`config.mk`:
```
export PLATFORM = sky130hd
export DESIGN_NAME = axis_tdm_deinterleave
export DESIGN_NICKNAME = d
export VERILOG_FILES = /design/src/rtl/axis_tdm_deinterleave.sv
export SDC_FILE = /design/constraint.sdc
export NUM_CORES = 1
export LEC_CHECK = 0
export BUFFER_PORTS_ARGS = -buffer_cell sky130_fd_sc_hd__buf_2
export CAP_MARGIN = 20
export CORE_ASPECT_RATIO = 0.8
export CORE_UTILIZATION = 57
export CTS_BUF_LIST = sky130_fd_sc_hd__clkbuf_8
export DETAILED_ROUTE_END_ITERATION = 16
export HOLD_SLACK_MARGIN = 0.15
export PLACE_DENSITY = 0.87
export SLEW_MARGIN = 20
export SYNTH_ARGS = -nofsm -noshare
export SYNTH_HDL_FRONTEND = slang
export SYNTH_SLANG_ARGS = --single-unit
export TNS_END_PERCENT = 5
```
`constraint.sdc`:
```
create_clock -name s00_axis_aclk -period 5 [get_ports s00_axis_aclk]
set_input_delay 1 -clock s00_axis_aclk [delete_from_list [all_inputs] [get_ports s00_axis_aclk]]
set_output_delay 1 -clock s00_axis_aclk [all_outputs]
set_load 0.01 [all_outputs]
```
`src/rtl/axis_tdm_deinterleave.sv`:
```
// Splits a channel-interleaved (TDM) AXI-Stream into NUM_CH parallel per-channel streams.
// A gather buffer collects one group and a pending output register holds it until every channel has handshaken.
module axis_tdm_deinterleave #(
   parameter int NUM_CH    = 4,
   parameter int DATA_W    = 32,
   parameter int SAMPLE_W  = 24,
   parameter int OUT_W     = 64,
   parameter int FRAME_LEN = 4096,
   parameter int SIGN_EXT  = 1
) (
   input  logic                    s00_axis_aclk,
   input  logic                    s00_axis_aresetn,
   input  logic [DATA_W-1:0]       s00_axis_tdata,
   input  logic                    s00_axis_tvalid,
   input  logic                    s00_axis_tlast,
   output logic                    s00_axis_tready,
   output logic [NUM_CH*OUT_W-1:0] m_axis_tdata,
   output logic [NUM_CH-1:0]       m_axis_tvalid,
   input  logic [NUM_CH-1:0]       m_axis_tready,
   output logic [NUM_CH-1:0]       m_axis_tlast,
   output logic                    frame_done,
   output logic                    frame_err,
   output logic [15:0]             err_cnt
);
   localparam int CW = (NUM_CH > 1) ? $clog2(NUM_CH) : 1;
   localparam int GW = (FRAME_LEN > 1) ? $clog2(FRAME_LEN) : 1;
   localparam logic [CW-1:0] LAST_CH  = CW'(NUM_CH - 1);
   localparam logic [GW-1:0] LAST_GRP = GW'(FRAME_LEN - 1);

   logic [CW-1:0]             ch_idx_q, ch_idx_d;
   logic [SAMPLE_W-1:0]       gather_q [NUM_CH];
   logic [SAMPLE_W-1:0]       gather_d [NUM_CH];
   logic                      gather_full_q, gather_full_d;
   logic                      held_tlast_q, held_tlast_d;
   logic [NUM_CH-1:0]         pending_q, pending_d;
   logic [NUM_CH*OUT_W-1:0]   out_data_q, out_data_d;
   logic                      out_last_q, out_last_d;
   logic [GW-1:0]             grp_cnt_q, grp_cnt_d;
   logic                      frame_done_q, frame_done_d;
   logic                      frame_err_q, frame_err_d;
   logic [15:0]               err_cnt_q, err_cnt_d;

   logic [SAMPLE_W-1:0] sample_in;
   logic                accept, out_free, last_word, load, load_tlast, at_last_grp, ends_frame;

   function automatic logic [OUT_W-1:0] extend(input logic [SAMPLE_W-1:0] s);
      logic [OUT_W-1:0] r;
      r = '0;
      r[SAMPLE_W-1:0] = s;
      for (int i = SAMPLE_W; i < OUT_W; i++) r[i] = (SIGN_EXT != 0) ? s[SAMPLE_W-1] : 1'b0;
      return r;
   endfunction

   // Handshake: a word moves when tvalid and tready are both high at the rising edge;
   // tready depends only on registered state, never on tvalid.
   assign sample_in   = s00_axis_tdata[DATA_W-1 -: SAMPLE_W];
   assign accept      = s00_axis_tvalid & s00_axis_tready;
   assign out_free    = ((pending_q & ~m_axis_tready) == '0);
   assign last_word   = accept & (ch_idx_q == LAST_CH);
   assign load        = out_free & (gather_full_q | last_word);
   assign load_tlast  = gather_full_q ? held_tlast_q : s00_axis_tlast;
   assign at_last_grp = (grp_cnt_q == LAST_GRP);
   assign ends_frame  = at_last_grp | load_tlast;

   always_comb begin
      ch_idx_d      = ch_idx_q;
      gather_d      = gather_q;
      gather_full_d = gather_full_q;
      held_tlast_d  = held_tlast_q;
      pending_d     = pending_q & ~m_axis_tready;
      out_data_d    = out_data_q;
      out_last_d    = out_last_q;
      grp_cnt_d     = grp_cnt_q;
      frame_done_d  = 1'b0;
      frame_err_d   = 1'b0;
      err_cnt_d     = err_cnt_q;

      if (accept) begin
         if (s00_axis_tlast && (ch_idx_q != LAST_CH)) begin
            // Early tlast: the partial group is dropped and framing restarts.
            ch_idx_d    = '0;
            grp_cnt_d   = '0;
            frame_err_d = 1'b1;
         end else begin
            gather_d[ch_idx_q] = sample_in;
            ch_idx_d           = (ch_idx_q == LAST_CH) ? '0 : ch_idx_q + CW'(1);
            if ((ch_idx_q == LAST_CH) && !out_free) begin
               gather_full_d = 1'b1;
               held_tlast_d  = s00_axis_tlast;
            end
         end
      end

      if (load) begin
         for (int c = 0; c < NUM_CH; c++) out_data_d[c*OUT_W +: OUT_W] = extend(gather_d[c]);
         pending_d     = '1;
         out_last_d    = ends_frame;
         frame_done_d  = ends_frame;
         frame_err_d   = at_last_grp ^ load_tlast;
         grp_cnt_d     = ends_frame ? '0 : grp_cnt_q + GW'(1);
         gather_full_d = 1'b0;
      end

      if (frame_err_d && (err_cnt_q != 16'hFFFF)) err_cnt_d = err_cnt_q + 16'd1;
   end

   always_ff @(posedge s00_axis_aclk or negedge s00_axis_aresetn) begin
      if (!s00_axis_aresetn) begin
         ch_idx_q      <= '0;
         for (int c = 0; c < NUM_CH; c++) gather_q[c] <= '0;
         gather_full_q <= 1'b0;
         held_tlast_q  <= 1'b0;
         pending_q     <= '0;
         out_data_q    <= '0;
         out_last_q    <= 1'b0;
         grp_cnt_q     <= '0;
         frame_done_q  <= 1'b0;
         frame_err_q   <= 1'b0;
         err_cnt_q     <= '0;
      end else begin
         ch_idx_q      <= ch_idx_d;
         gather_q      <= gather_d;
         gather_full_q <= gather_full_d;
         held_tlast_q  <= held_tlast_d;
         pending_q     <= pending_d;
         out_data_q    <= out_data_d;
         out_last_q    <= out_last_d;
         grp_cnt_q     <= grp_cnt_d;
         frame_done_q  <= frame_done_d;
         frame_err_q   <= frame_err_d;
         err_cnt_q     <= err_cnt_d;
      end
   end

   assign s00_axis_tready = ~gather_full_q;
   assign m_axis_tdata    = out_data_q;
   assign m_axis_tvalid   = pending_q;
   assign m_axis_tlast    = pending_q & {NUM_CH{out_last_q}};
   assign frame_done      = frame_done_q;
   assign frame_err       = frame_err_q;
   assign err_cnt         = err_cnt_q;

endmodule

```
After elaboration in Yosys (flattened, before gate mapping)

Cells that the tools add are included.

Input port bits: 40
Register bits: 351
Output and inout port bits: 283

Add/sub/neg operators: 3
Bitwise gates (word level): 12
Equal/unequal tests: 5
Reductions and logical operators: 12
Order comparisons: 2
Multiplexer cells: 21

Operators with widths:

| operator                                                  | number |
|---|---|
| two-way mux 96 bit                                        | 2 |
| bitwise mux 96 bit                                        | 1 |
| demux 24 bit (select 2 bit)                               | 1 |
| two-way mux 12 bit                                        | 4 |
| two-way mux 24 bit                                        | 1 |
| adder 16 x 1 -> 16 bit (second input constant)            | 1 |
| != test 16 bit (second input constant)                    | 1 |
| adder 12 x 1 -> 12 bit (second input constant)            | 1 |
| == test 12 bit (second input constant)                    | 1 |
| two-way mux 1 bit                                         | 9 |
| bitwise AND 4 bit                                         | 2 |
| AND reduction 3 bit                                       | 2 |
| nonzero test 2 bit                                        | 3 |
| logical AND 1 bit                                         | 4 |
| logical NOT 4 bit                                         | 1 |
| two-way mux 2 bit                                         | 2 |
| two-way mux 4 bit                                         | 1 |
| != test 2 bit (second input constant)                     | 2 |
| NOT 4 bit                                                 | 1 |
| bitwise AND 1 bit                                         | 3 |
| greater-or-equal comparator 3 bit (second input constant) | 1 |
| < comparator 3 x 1 -> 1 bit (second input constant)       | 1 |
| NOT 2 -> 3 bit                                            | 1 |
| adder 2 x 1 -> 2 bit (second input constant)              | 1 |
| 6 further kinds                                           | 8 |

Logic depth before layout (Yosys ltp)

Gate-level depths: netlist of run 1.

Depth in word-level cells: 9
Mapped depth: 10
Gate-level depth less buffers: 9

Least setup slack after synthesis of run 1

No wires, ideal clock.

Path kind: input port to flip-flop
Start point: in m_axis_tready[1]
End point: reg err_cnt_q[1], in the netlist err_cnt[1]
Required time: 4.872 ns
Stages: 7
Setup time: 0.128 ns
Path slack: 2.625 ns
Arrival: 2.248 ns
Cells stage by stage: nand2b_1 > and4_1 > buf_2 > a31oi_1 > buf_4 > nor2_1 > mux2_1

Word-level cells in the longest chain between the ends: 6

Ends and longest elaborated chain:

| item                 | line | RTL |
|---|---|---|
| from (decl)          | 19   | `input logic [NUM_CH-1:0] m_axis_tready,` |
| NOT 4 bit            | 58   | `assign out_free = ((pending_q & ~m_axis_tready) == '0);` |
| bitwise AND 4 bit    | 58   |  |
| logical NOT 4 bit    | 58   |  |
| bitwise AND 1 bit    | 60   | `assign load = out_free & (gather_full_q \| last_word);` |
| two-way mux 1 bit    | 94   | `if (load) begin` |
| logical AND 1 bit    | 104  | `if (frame_err_d && (err_cnt_q != 16'hFFFF)) err_cnt_d = err_cnt_q + 16'd1;` |
| to (signal assigned) | 131  | `err_cnt_q <= err_cnt_d;` |
| to (decl)            | 41   | `logic [15:0] err_cnt_q, err_cnt_d;` |

No other way between the ends.
A chain may end at the register's enable or synchronous reset.

Worst setup path in the final report of run 1

Start point: in m_axis_tready[2]
End point: reg out_data_q[5], in the netlist m_axis_tdata[5]

Word-level cells in the longest chain between the ends: 4

Ends and longest elaborated chain:

| item                 | line | RTL |
|---|---|---|
| NOT 4 bit            | 58   |  |
| bitwise AND 4 bit    | 58   |  |
| logical NOT 4 bit    | 58   |  |
| bitwise AND 1 bit    | 60   |  |
| to (signal assigned) | 126  | `out_data_q <= out_data_d;` |
| to (decl)            | 36   | `logic [NUM_CH*OUT_W-1:0] out_data_q, out_data_d;` |

No other way between the ends.

==> impl_metrics.env, run 1 <==
export IMPL_rrSetupSlack_ns=2.40
export IMPL_fp_dieW_um=154
export IMPL_insertion_delay_ns=0.51
export IMPL_cts_made_buffers=37
export IMPL_via_per_inst=5.15
export IMPL_drive_above_1_share_pct=54.0
export IMPL_worstSetupStartpointType="input pin"
export IMPL_p_per_area_nw_per_um2=603
export IMPL_static_leakage_power_uw=0.00655
export IMPL_cap_violations=0
export IMPL_ant_nets=0
export IMPL_path_clk_slew_ns=0.06
export IMPL_design_core_area_um2=18100
export IMPL_cts_sinks=231
export IMPL_wl_mm=21.6
export IMPL_slowest_delay_ns=0.67
export IMPL_slowest_stage="nor2_4"
export IMPL_power_uw=7140
export IMPL_synth_top_area_share_pct=54.8
export IMPL_grt_usage_pct=22.4
export IMPL_final_period_utilization_pct=55.6
export IMPL_firstDrtPassIters=4
export IMPL_seq_area_frac_synth_pct=54.8
export IMPL_hold_violations=0
export IMPL_max_slew_worst_pin_slew_ns=0.932
export IMPL_final_nets=1044
export IMPL_yosysTopAreaCell="dfrtp_1"
export IMPL_hold_buffers=0
export IMPL_synth_area_um2=10500
export IMPL_routedWlPerCell_um=17.2
export IMPL_fillers=1322
export IMPL_port_buffers=314
export IMPL_path_class="in2reg"
export IMPL_grt_ovfl_total=0
export IMPL_ys_top_cells_by_count="231 x dfrtp_1, 161 x buf_4, 109 x mux2_2"
export IMPL_grt_pass1_vias=6161
export IMPL_synth_seq_cells=231
export IMPL_fin_worst_skew_ns=0.0215
export IMPL_fin_tns_setup_ns=0
export IMPL_cp_required_ns=5.38
export IMPL_critical_path_max_fanout=28
export IMPL_avgSynthCellArea_um2=12.8
export IMPL_ios=323
export IMPL_netlist_instances=822
export IMPL_async_reset_ff_share_pct=100
export IMPL_grt_antenna_before_repair=0
export IMPL_gp_congestion=0.853
export IMPL_dr_total_vias=6448
export IMPL_die_area_um2=19100
export IMPL_crit_path_end_kind="flip-flop"
export IMPL_slew_violations=0
export IMPL_die_h_um=124
export IMPL_vdd_drop_max_uv=348
export IMPL_cts_setup_buffers=0
export IMPL_grt_pass1_wl_mm=33.1
export IMPL_fin_crit_ns=2.78
export IMPL_setup_violations=0
export IMPL_synth_edf_count=0
export IMPL_synth_most_common_cell="dfrtp_1"
export IMPL_clockBufferDepth=3
export IMPL_num_rows=44
export IMPL_initialDrtViolationCount=324
export IMPL_syn_to_final_growth_pct=12.3
export IMPL_ys_warnings_count=0
export IMPL_synth_area_top_cells="dfrtp_1 55%, mux2_2 12%, buf_4 11%"
export IMPL_n_antenna_cell=0
export IMPL_crit_chain="buf_2 > nand2b_1 > nand4_1 > nor2_4 > buf_4 > mux2_2"
export IMPL_start_util_pct=58.2
export IMPL_hold_class="reg2reg"
export IMPL_relSlewSlack_pct=37.8
export IMPL_grt_max_degree=132
export IMPL_dp_hpwl_mm=13.9
export IMPL_cts_resized=0
export IMPL_ctsHtreeMaxLevel=2
export IMPL_drc=0
export IMPL_max_freq_ghz=0.360
export IMPL_cts_root_buffer="clkbuf_8"
export IMPL_worst_ep_arrival_time_ns=3.16
export IMPL_yosysUniqueCellTypes=43
export IMPL_status="finished clean"
export IMPL_rsz0062_at_grt="no"
export IMPL_cts_tree="built"
export IMPL_syn_nets=869
export IMPL_yosys_most_used_dff="dfrtp_1"
-- path summary, 6_finish.rpt --
path                              startpoint           endpoint  depth (start not counted)
max                         m_axis_tready[2]    m_axis_tdata[5]                          6
min                        m_axis_tdata[206]  m_axis_tdata[206]                          2
max reg2reg                 m_axis_tvalid[2]    m_axis_tdata[5]                          5
min reg2reg                m_axis_tdata[206]  m_axis_tdata[206]                          2
max in group asynchronous   s00_axis_aresetn   m_axis_tdata[63]                          2
min in group asynchronous   s00_axis_aresetn  m_axis_tdata[140]                          1
-- registers in the layout, summed over array words and instances, names as in the netlist --
| signal | count |
|---|---|
| m_axis_tvalid | 4 |
| gather_full_q | 1 |
| m_axis_tdata | 96 |
| frame_err | 1 |
| err_cnt | 16 |
| grp_cnt_q | 12 |
| ch_idx_q | 2 |
| held_tlast_q | 1 |
| out_last_q | 1 |
| frame_done | 1 |
| gather_q | 96 |
-- layout make-up --
class	instances	area (um2)	area share, %
multi-input cells	396	3380	28.5
inverters	9	33.8	0.285
clock buffers	46	633	5.34
well taps	230	288	2.43
clock inverters	19	81.3	0.686
repair buffers	322	1650	14.0
flip-flops and latches	231	5780	48.8
-- cells in the final DEF, fill, tap and decap left out, drive strengths merged, types with 2 or more instances in the layout --
cell / n
a31oi: 4
inv: 24
nand3: 11
a21o: 2
nor2b: 3
nor4: 3
a22o: 2
nor3: 12
clkinv: 4
and3: 2
clkbuf: 46
and2: 4
o31ai: 4
nand2: 96
nand4: 11
a21oi: 7
buf: 322
and4: 2
dfrtp: 231
xnor2: 2
nand2b: 6
xor2: 10
mux2: 170
o21ai: 12
ha: 7
a211oi: 2
nor2: 16
-- metrics by stage --
step	worst slack (ns)	util, %	hold WS [ns]	area, um2	cells
floorplan	2.62	-	0.445	10500	822
global placement	1.74	61.5	0.456	11100	1188
detailed placement	1.71	61.5	0.463	11100	1188
CTS	2.22	65.4	0.478	11900	1253
global route	2.10	65.4	0.499	11900	1253
finish	2.22	65.4	0.475	11900	1253
-- routing by layer --
metal | routed length (um) | global-route usage, %
met4 | 377 | 7.12
met3 | 1540 | 6.58
met1 | 9180 | 28.5
met2 | 10500 | 37.2
met5 | 0 | 0
-- worst max-delay path, delay by kind of cell --
kind / cells / cell delay [ns]
buffers and inverters: 2 / 0.54
muxes: 1 / 0.38
and+or+nand+nor: 3 / 1.21
-- power breakdown --
| part | leakage [uW] | switching [uW] | internal [uW] |
|---|---|---|---|
| clock | 0.000425 | 718 | 830 |
| combinational | 0.00320 | 1280 | 1290 |
| sequential | 0.00292 | 432 | 2590 |
-- cells by family (layout without fill, tap and decap cells) --
logic type / after synthesis / count (layout) / synth area share, %
XOR/XNOR: 12 / 12 / 0.996
flip-flops: 231 / 231 / 54.8
AO/OA/AOI/OAI: 36 / 36 / 2.10
buffers and inverters: 195 / 396 / 13.3
multiplexers: 171 / 171 / 20.4
adder cells (fa/ha/maj): 7 / 7 / 0.830
AND/OR/NAND/NOR: 170 / 170 / 7.64
(Power assumes the default switching activity.)
==> inputs of run 2 (changes only) <==
- CORE_UTILIZATION: 57 -> 53
- PLACE_DENSITY: 0.87 -> 0.82
- clock period: 5 -> 2.8 ns (I/O delays scaled with it)
==> run 2 against run 1 <==
Power rose by 76%. Sequential power rose by 78%. Wire length fell by 1.7%. Register-to-register slack got worse by 2.1 ns. Final cell count rose by 1.9%. Clock power rose by 70%. Global-route usage fell by 1.5 points. First-iteration DRC count fell by 1.2%. Sequential share of layout area fell by 0.22 points. Worst hold slack got worse by 0.13 ns. Combinational power rose by 77%. Largest cell class unchanged.
==> impl_metrics.env, run 2 (same netlist as run 1, synthesis figures left out) <==
export IMPL_max_freq_ghz=0.394
export IMPL_ant_nets=0
export IMPL_grt_pass1_wl_mm=33.8
export IMPL_cts_sinks=231
export IMPL_port_buffers=314
export IMPL_initialDrtViolationCount=320
export IMPL_combinationalPowerShare_pct=36.3
export IMPL_fin_cells=1277
export IMPL_status="finished clean"
export IMPL_r2r_cells=10
export IMPL_cts_tree="built"
export IMPL_cts_setup_buffers=0
export IMPL_p_per_area_nw_per_um2=1060
export IMPL_fin_worst_skew_ns=0.0181
export IMPL_worstReg2RegStart="grp_cnt_q[0]"
export IMPL_firstDrtPassIters=4
export IMPL_cts_root_buffer="clkbuf_8"
export IMPL_slew_violations=0
export IMPL_grt_pass1_vias=6307
export IMPL_rrSetupSlack_ns=0.26
export IMPL_fin_tns_setup_ns=0
export IMPL_hold_start="s00_axis_tdata[25]"
export IMPL_die_area_um2=20500
export IMPL_drc=0
export IMPL_grt_antenna_before_repair=1
export IMPL_dp_hpwl_mm=13.8
export IMPL_p_sw_share_pct=33.6
export IMPL_ff_latch_area_um2=5780
export IMPL_setup_slack_ns=0.261
export IMPL_grt_ovfl_total=0
export IMPL_slowest_stage="dfrtp_1"
export IMPL_setup_violations=0
export IMPL_grt_usage_pct=20.9
export IMPL_critical_path_max_fanout=11
export IMPL_grt_max_degree=71
export IMPL_n_antenna_cell=0
export IMPL_cts_resized=0
export IMPL_switchingPower_uw=4230
export IMPL_clockBufferDepth=3
export IMPL_final_period_utilization_pct=90.7
export IMPL_syn_to_final_growth_pct=12.8
export IMPL_die_h_um=128
export IMPL_ios=323
export IMPL_rsz0062_at_grt="no"
export IMPL_design_core_area_um2=19300
export IMPL_ctsHtreeMaxLevel=2
export IMPL_gp_congestion=0.803
export IMPL_fin_crit_ns=2.54
export IMPL_fin_util_pct=61.8
export IMPL_drive_above_1_share_pct=53.8
export IMPL_multi_input_comb_area_um2=3380
export IMPL_timing_hold_ws_ns=0.349
export IMPL_hold_buffers=1
export IMPL_power_frac_seq_pct=42.8
export IMPL_path_clk_slew_ns=0.06
export IMPL_num_rows=45
export IMPL_path_class="reg2reg"
export IMPL_static_leakage_power_uw=0.00654
export IMPL_fillers=1498
export IMPL_cts_made_buffers=37
export IMPL_slowest_delay_ns=0.41
export IMPL_hold_class="in2reg"
export IMPL_cap_violations=0
export IMPL_wl_mm=21.2
export IMPL_cp_required_ns=3.19
export IMPL_path_buf_inv=2
export IMPL_cp_depth=10
export IMPL_final_nets=1049
export IMPL_vdd_drop_max_uv=714
export IMPL_worstSetupStartpointType="flip-flop"
export IMPL_start_util_pct=54.8
export IMPL_dr_total_vias=6432
export IMPL_max_slew_worst_pin_slew_ns=0.940
export IMPL_insertion_delay_ns=0.51
export IMPL_min_path_cells=2
export IMPL_dp_cells=1220
export IMPL_crit_path_end_kind="flip-flop"
export IMPL_routedWlPerCell_um=16.6
export IMPL_final_common_cell="buf_2"
export IMPL_crit_start="grp_cnt_q[0]"
export IMPL_path_delay_family="simple AND/OR/NAND/NOR gates"
export IMPL_hold_violations=0
export IMPL_fp_dieW_um=160
export IMPL_via_per_inst=5.04
export IMPL_crit_chain="ha_1 > nand3_1 > nor2_1 > nand3_1 > ha_1 > a31oi_1 > buf_4 > inv_2 > nand4_1 > mux2_2"
export IMPL_final_cell_mix="313 x buf_2, 231 x dfrtp_1, 109 x mux2_2"
export IMPL_dpl_worst_slack_ns=0.290
export IMPL_p_clk_share_pct=20.9
export IMPL_relSlewSlack_pct=37.3
export IMPL_p_int_uw=8360
export IMPL_worst_ep_arrival_time_ns=2.93
## run 2: changes by cell type in the layout (fill, tap and decap cells not counted), sizes merged
cell / previous run / this run
dlygate4sd3: 0 / 1
buf: 322 / 326
bufinv: 0 / 1
clkinv: 4 / 1
clkbuf: 46 / 41
inv: 24 / 22
## run 2: cell type report
| type | instances | area share (%) |
|---|---|---|
| clock buffers | 41 | 4.74 |
| inverters | 9 | 0.284 |
| flip-flops and latches | 231 | 48.6 |
| repair buffers | 327 | 14.6 |
| well taps | 258 | 2.71 |
| multi-input cells | 396 | 28.4 |
| clock inverters | 15 | 0.746 |
## run 2: path summary, 6_finish.rpt
kind / to
setup reg to reg: err_cnt[15]
hold / removal: gather_q[89]
hold reg to reg: m_axis_tdata[206]
min in group asynchronous: m_axis_tdata[140]
setup / recovery: err_cnt[15]
max in group asynchronous: gather_q[95]
## run 2: through the flow
| step | power [uW] | cell area (um2) |
|---|---|---|
| floorplan | 9250 | 10500 |
| global placement | 9830 | 11200 |
| detailed placement | 10000 | 11200 |
| CTS | 12700 | 11900 |
| global route | 13400 | 11900 |
| finish | 12600 | 11900 |
## run 2: per-layer routing
| metal | routed length (um) | vias up | track usage (%) |
|---|---|---|---|
| met2 | 10200 | 224 | 34.4 |
| li1 | - | 2975 | - |
| met5 | 10 | - | 0 |
| met3 | 1620 | 30 | 6.11 |
| met4 | 374 | 2 | 6.17 |
| met1 | 8950 | 3201 | 26.8 |
## run 2: power groups by stage
stage / sequential (uW) / clock, uW / combinational [uW]
2_1_floorplan: 5640 / 0 / 3610
3_3_place_gp: 5340 / 0 / 4490
3_5_place_dp: 5440 / 0 / 4600
4_1_cts: 5400 / 2720 / 4620
5_1_grt: 5570 / 2880 / 4950
6_report: 5390 / 2640 / 4560
